===== src/rtl/uart_cmd_parser_pkg.sv =====
// Shared constants for the UART command parser: ASCII command codes and TX FSM encoding.
package uart_cmd_parser_pkg;

    localparam logic [7:0] CH_R     = 8'h52;
    localparam logic [7:0] CH_r     = 8'h72;
    localparam logic [7:0] CH_C     = 8'h43;
    localparam logic [7:0] CH_c     = 8'h63;
    localparam logic [7:0] CH_M     = 8'h4D;
    localparam logic [7:0] CH_m     = 8'h6D;
    localparam logic [7:0] CH_U     = 8'h55;
    localparam logic [7:0] CH_u     = 8'h75;
    localparam logic [7:0] CH_D     = 8'h44;
    localparam logic [7:0] CH_d     = 8'h64;
    localparam logic [7:0] CH_QMARK = 8'h3F;

    typedef enum logic [1:0] {
        IDLE      = 2'd0,
        WAIT_BUSY = 2'd1,
        WAIT_DONE = 2'd2
    } tx_state_t;

endpackage


===== src/rtl/uart_cmd_parser_fifo.sv =====
// Small circular echo FIFO; head word is visible on dout whenever not empty.
module sync_fifo #(
    parameter int DEPTH = 4,
    parameter int WIDTH = 8
) (
    input  logic             clk,
    input  logic             rst,
    input  logic             push,
    input  logic             pop,
    input  logic [WIDTH-1:0] din,
    output logic [WIDTH-1:0] dout,
    output logic             full,
    output logic             empty
);
    localparam int AW = $clog2(DEPTH);

    logic [WIDTH-1:0] mem [DEPTH];
    logic [AW-1:0]    wr_ptr_reg;
    logic [AW-1:0]    rd_ptr_reg;
    logic [AW:0]      count_reg;
    logic             do_push;
    logic             do_pop;

    assign full  = (count_reg == (AW+1)'(DEPTH));
    assign empty = (count_reg == '0);
    assign dout  = mem[rd_ptr_reg];

    // A pop in the same cycle frees the slot, so a push on full is accepted then.
    assign do_pop  = pop && !empty;
    assign do_push = push && (!full || do_pop);

    always_ff @(posedge clk) begin
        if (do_push) begin
            mem[wr_ptr_reg] <= din;
        end
    end

    always_ff @(posedge clk) begin
        if (rst) begin
            wr_ptr_reg <= '0;
            rd_ptr_reg <= '0;
            count_reg  <= '0;
        end else begin
            if (do_push) begin
                wr_ptr_reg <= wr_ptr_reg + AW'(1);
            end
            if (do_pop) begin
                rd_ptr_reg <= rd_ptr_reg + AW'(1);
            end
            case ({do_push, do_pop})
                2'b10:   count_reg <= count_reg + (AW+1)'(1);
                2'b01:   count_reg <= count_reg - (AW+1)'(1);
                default: count_reg <= count_reg;
            endcase
        end
    end

endmodule


===== src/rtl/uart_cmd_parser.sv =====
// Decodes received ASCII command bytes into one-cycle pulses and echoes them to the UART transmitter.
module uart_cmd_parser
    import uart_cmd_parser_pkg::*;
#(
    parameter int FIFO_DEPTH = 4,
    parameter bit ECHO_EN    = 1'b1
) (
    input  logic       clk,
    input  logic       rst,
    input  logic [7:0] rx_data,
    input  logic       rx_done,
    input  logic       tx_busy,
    output logic       tx_start,
    output logic [7:0] tx_data,
    output logic       cmd_run,
    output logic       cmd_clear,
    output logic       cmd_mode,
    output logic       cmd_up,
    output logic       cmd_down,
    output logic       cmd_err,
    output logic       overflow
);
    tx_state_t  state_reg;
    tx_state_t  state_next;
    logic       hit_run;
    logic       hit_clear;
    logic       hit_mode;
    logic       hit_up;
    logic       hit_down;
    logic       known;
    logic [7:0] echo_byte;
    logic       push;
    logic       pop;
    logic       fifo_full;
    logic       fifo_empty;
    logic [7:0] fifo_dout;

    assign hit_run   = (rx_data == CH_R) || (rx_data == CH_r);
    assign hit_clear = (rx_data == CH_C) || (rx_data == CH_c);
    assign hit_mode  = (rx_data == CH_M) || (rx_data == CH_m);
    assign hit_up    = (rx_data == CH_U) || (rx_data == CH_u);
    assign hit_down  = (rx_data == CH_D) || (rx_data == CH_d);
    assign known     = hit_run || hit_clear || hit_mode || hit_up || hit_down;
    assign echo_byte = known ? rx_data : CH_QMARK;
    assign push      = ECHO_EN && rx_done;

    sync_fifo #(
        .DEPTH (FIFO_DEPTH),
        .WIDTH (8)
    ) u_echo_fifo (
        .clk   (clk),
        .rst   (rst),
        .push  (push),
        .pop   (pop),
        .din   (echo_byte),
        .dout  (fifo_dout),
        .full  (fifo_full),
        .empty (fifo_empty)
    );

    always_comb begin
        state_next = state_reg;
        pop        = 1'b0;
        case (state_reg)
            IDLE: begin
                if (!fifo_empty && !tx_busy) begin
                    pop        = 1'b1;
                    state_next = WAIT_BUSY;
                end
            end
            WAIT_BUSY: begin
                if (tx_busy) begin
                    state_next = WAIT_DONE;
                end
            end
            WAIT_DONE: begin
                if (!tx_busy) begin
                    state_next = IDLE;
                end
            end
            default: state_next = IDLE;
        endcase
    end

    always_ff @(posedge clk) begin
        if (rst) begin
            state_reg <= IDLE;
            tx_start  <= 1'b0;
            tx_data   <= 8'h00;
            cmd_run   <= 1'b0;
            cmd_clear <= 1'b0;
            cmd_mode  <= 1'b0;
            cmd_up    <= 1'b0;
            cmd_down  <= 1'b0;
            cmd_err   <= 1'b0;
            overflow  <= 1'b0;
        end else begin
            state_reg <= state_next;
            tx_start  <= pop;
            if (pop) begin
                tx_data <= fifo_dout;
            end
            cmd_run   <= rx_done && hit_run;
            cmd_clear <= rx_done && hit_clear;
            cmd_mode  <= rx_done && hit_mode;
            cmd_up    <= rx_done && hit_up;
            cmd_down  <= rx_done && hit_down;
            cmd_err   <= rx_done && !known;
            // The command pulse is still issued when its echo is dropped.
            if (push && fifo_full && !pop) begin
                overflow <= 1'b1;
            end
        end
    end

endmodule


===== config.mk =====
export PLATFORM = sky130hd
export DESIGN_NAME = uart_cmd_parser
export DESIGN_NICKNAME = d
export VERILOG_FILES = /design/src/rtl/uart_cmd_parser_pkg.sv /design/src/rtl/uart_cmd_parser_fifo.sv /design/src/rtl/uart_cmd_parser.sv
export SDC_FILE = /design/constraint.sdc
export NUM_CORES = 1
export LEC_CHECK = 0
export ABC_AREA = 1
export CAP_MARGIN = 10
export CORE_ASPECT_RATIO = 1.2
export CORE_MARGIN = 1.5
export CORE_UTILIZATION = 50
export CTS_CLUSTER_DIAMETER = 30
export DETAILED_ROUTE_END_ITERATION = 8
export PLACE_DENSITY = 0.73
export SLEW_MARGIN = 20
export SYNTH_ARGS = -nofsm -noshare
export SYNTH_HDL_FRONTEND = slang
export SYNTH_SLANG_ARGS = --single-unit

===== constraint.sdc =====
create_clock -name clk -period 3.1 [get_ports clk]
set_input_delay 0.31 -clock clk [delete_from_list [all_inputs] [get_ports clk]]
set_output_delay 0.31 -clock clk [all_outputs]
set_load 0.005 [all_outputs]

==> results.py <==
metrics = {
    "run_status": {
        "run_status": "finished clean",
    },
    "floorplan": {
        "number_of_ports_placed_on_the_die_boundary": 28,
        "die_x_um": 65.80,
        "core_area_um2": 4561,
        "initial_utilization": 0.5188,
        "rows": 27,
        "die_height_um": 78.36,
        "die-area_um2": 5155,
    },
    "yosys": {
        "synthDistinctLibCells": 28,
        "postSynthAreaPerCell_um2": 10.11,
        "yosys-top-cells-area": "edfxtp_1 (41%), dfxtp_1 (21%), nor2_1 (8.2%)",
        "fraction_of_synthesis_flops_using_an_asynchronous_set_or_reset_pin": 0,
        "postSynthRegisterBits": 57,
        "synth-edff-count": 32,
        "synth-seq-area-share": 0.6177,
        "synth_top_flop_cell": "edfxtp_1",
        "synthTopCellsByCount": "nor2_1 (52), edfxtp_1 (32), dfxtp_1 (25)",
        "post-synth-top-count-cell": "nor2_1",
        "synth_instances": 234,
        "post-synth-top-area-fraction": 0.4061,
        "synth_largest_area_cell": "edfxtp_1",
        "yosys_warnings": 0,
        "synth.cell_area_um2": 2366,
    },
    "power": {
        "share_comb_of_total_power": 0.191,
        "total_leakage_power_nw": 1.091,
        "part_of_the_total_power_dissipated_in_sequential_elements": 0.492,
        "irDropWorstVdd_uv": 377.5,
        "cell_internal_pwr_mw": 1.315,
        "power_frac_clock": 0.317,
        "power_density_nw_per_um2": 643.4,
        "sw_share": 0.2829,
        "p_sw_mw": 0.5188,
    },
    "sta": {
        "clock_skew_ns": 0.006030,
        "final-hold-violation-count": 0,
        "final_min_period_over_clock_period": 0.6003,
        "rsz_0062_raised_after_global_routing": "false",
        "slew_headroom": 0.5622,
        "setup_failing_eps_final": 0,
        "finalCriticalPeriod_ns": 1.861,
        "setup-tns-final_ns": 0,
        "timing_worst_slew_pin_value_ns": 0.6543,
        "finalMaxSlewViolations": 0,
        "clock.fmax_mhz": 537.3,
    },
    "final_layout": {
        "finalCoreUtilization": 0.6250,
        "area_growth_from_synthesis_to_layout_pct": 20.47,
        "largest_register_ffs": 32,
        "nNetsFinal": 287,
        "filler_cell_count": 387,
        "antenna-diode-count": 0,
        "layout-drive-gt1-share": 0.1200,
    },
    "clock_tree": {
        "post_cts_hold_buffer_count": 0,
        "clockBufferDepth": 2,
        "tritoncts": "yes",
        "clkSinkCount": 57,
        "cts_buffers": 9,
        "clock_pin_slew_on_the_worst_setup_and_hold_paths_ns": 0.06,
        "cts_resized": 0,
        "root_buffer": "clkbuf_8",
        "htreeDepth": 3,
        "post-cts-setup-buffers": 0,
        "clock_latency_on_the_worst_skew_pair_ns": 0.33,
    },
    "global_routing": {
        "first_global_vias": 1661,
        "gr-usage-all-layers": 0.1963,
        "number_of_antenna_violations_at_the_first_check_in_global_routing": 0,
        "grt_pass1_wl_mm": 7.389,
        "grt_overflow_total": 0,
        "pin_count_of_the_biggest_net_entering_global_routing": 20,
    },
    "setup_path": {
        "cp_slowest_stage_delay_ns": 0.45,
        "cp_cell_sequence": "clkdlybuf4s50_1 -> clkinv_2 -> nand3_4 -> nor2_8 -> nand2_4 -> fa_1 -> inv_1 -> nand4_1 -> a21oi_1 -> nor2_1",
        "critical_path_class": "in2reg",
        "critical_path_peak_fanout": 19,
        "critical-path-slowest-cell": "clkdlybuf4s50_1",
        "critPathArrivalTime_ns": 2.08,
        "setup.worst_path.start_class": "input port",
        "cp.required_ns": 3.32,
        "worst_setup_path_end_kind": "flip-flop",
    },
    "hold_path": {
        "class_of_the_most_critical_hold_timing_path": "reg2reg",
    },
    "place": {
        "gp_congestion": 0.7806,
        "dp_hpwl_mm": 3.070,
        "portBuffers": 27,
    },
    "route": {
        "post_drt_via_cell_ratio": 5.045,
        "dr_total_vias": 1680,
        "route.final.wire_length_mm": 4.249,
        "drtAntennaViolNets": 0,
        "drc": 0,
        "drt_pre_antenna_iters": 4,
        "iteration_0_drc_markers": 104,
        "post_drt_wl_per_cell_um": 12.76,
    },
    "run": {
        "timing.max_cap.violations": 0,
    },
}
==> stage by stage <==
stage          power [mW]  hold slack (ns)  instances  setup WS (ns)  area (µm²)
2_1_floorplan       1.155           0.3824        237          1.586        2377
3_3_place_gp        1.260           0.4383        317         0.9585        2684
3_5_place_dp        1.267           0.4482        317         0.9095        2684
4_1_cts             1.849           0.4565        333          1.260        2850
5_1_grt             1.935           0.4821        333          1.129        2850
6_report            1.834           0.4593        333          1.239        2850
==> placed cells by master, fill, tap and decap left out, drive strengths merged <==
master | Yosys | routed
ha | 4 | 4
fa | 1 | 1
nor3 | 3 | 3
nand3 | 10 | 10
clkinv | 1 | 3
a21oi | 6 | 6
clkbuf | 0 | 13
conb | 1 | 4
nor2 | 53 | 53
a31oi | 8 | 8
buf | 6 | 1
clkinvlp | 0 | 1
inv | 29 | 29
nand2 | 22 | 22
edfxtp | 32 | 32
clkdlybuf4s50 | 0 | 27
nand4 | 2 | 2
dfxtp | 25 | 25
o2111ai | 1 | 1
o21ai | 30 | 30
==> metal layers <==
metal | global-route usage | routed length [µm] | share of wire
met5 | 0 | 0 | 0
met4 | 0.1292 | 145 | 0.034
met1 | 0.2394 | 1897 | 0.45
met2 | 0.2919 | 2006 | 0.47
met3 | 0.06734 | 199 | 0.047
==> kinds of logic after synthesis <==
| kind of cell | synth area share |
|---|---|
| buffers and inverters | 0.06663 |
| AND/OR/NAND/NOR | 0.1803 |
| other | 0.001585 |
| flip-flops | 0.6177 |
| AO/OA/AOI/OAI | 0.1042 |
| adder cells (fa/ha/maj) | 0.02962 |
==> critical path, delay by kind of cell <==
| kind | cells | cell delay, ns |
|---|---|---|
| AND/OR/NAND/NOR | 5 | 0.62 |
| adder cells (fa/ha/maj) | 1 | 0.39 |
| buffers and inverters | 3 | 0.61 |
| AO/OA/AOI/OAI | 1 | 0.15 |
==> final timing paths <==
path | endpoint | slack, ns | depth (start not counted) | from
max reg2reg | u_echo_fifo.mem[2][3]$_DFFE_PP_ | 1.34 | 6 | u_echo_fifo.count_reg[1]$_SDFFE_PP0P_
min | state_reg[1]$_SDFFE_PP0P_ | 0.46 | 1 | state_reg[1]$_SDFFE_PP0P_
min reg2reg | state_reg[1]$_SDFFE_PP0P_ | 0.46 | 1 | state_reg[1]$_SDFFE_PP0P_
max | u_echo_fifo.count_reg[2]$_SDFFE_PP0P_ | 1.24 | 10 | tx_busy
==> layout make-up <==
| cell class | instances | area [µm²] | area share |
|---|---|---|---|
| clock inverter | 3 | 17.52 | 0.006146 |
| multi-input combinational | 144 | 758.2 | 0.2660 |
| sequential | 57 | 1461 | 0.5127 |
| clock buffer | 13 | 148.9 | 0.05224 |
| inverter | 30 | 113.9 | 0.03995 |
| timing repair buffer | 28 | 277.8 | 0.09745 |
| tap | 58 | 72.57 | 0.02546 |
==> power by group through the flow <==
stage               Sequential, mW  Clock, mW  Combinational (mW)
finish                       0.902      0.582               0.349
global route                 0.910      0.627               0.398
CTS                          0.903      0.594               0.352
detailed placement           0.918          0               0.350
global placement             0.917          0               0.342
floorplan                    0.911          0               0.244
No activity file was read; power rests on OpenSTA's default activity.
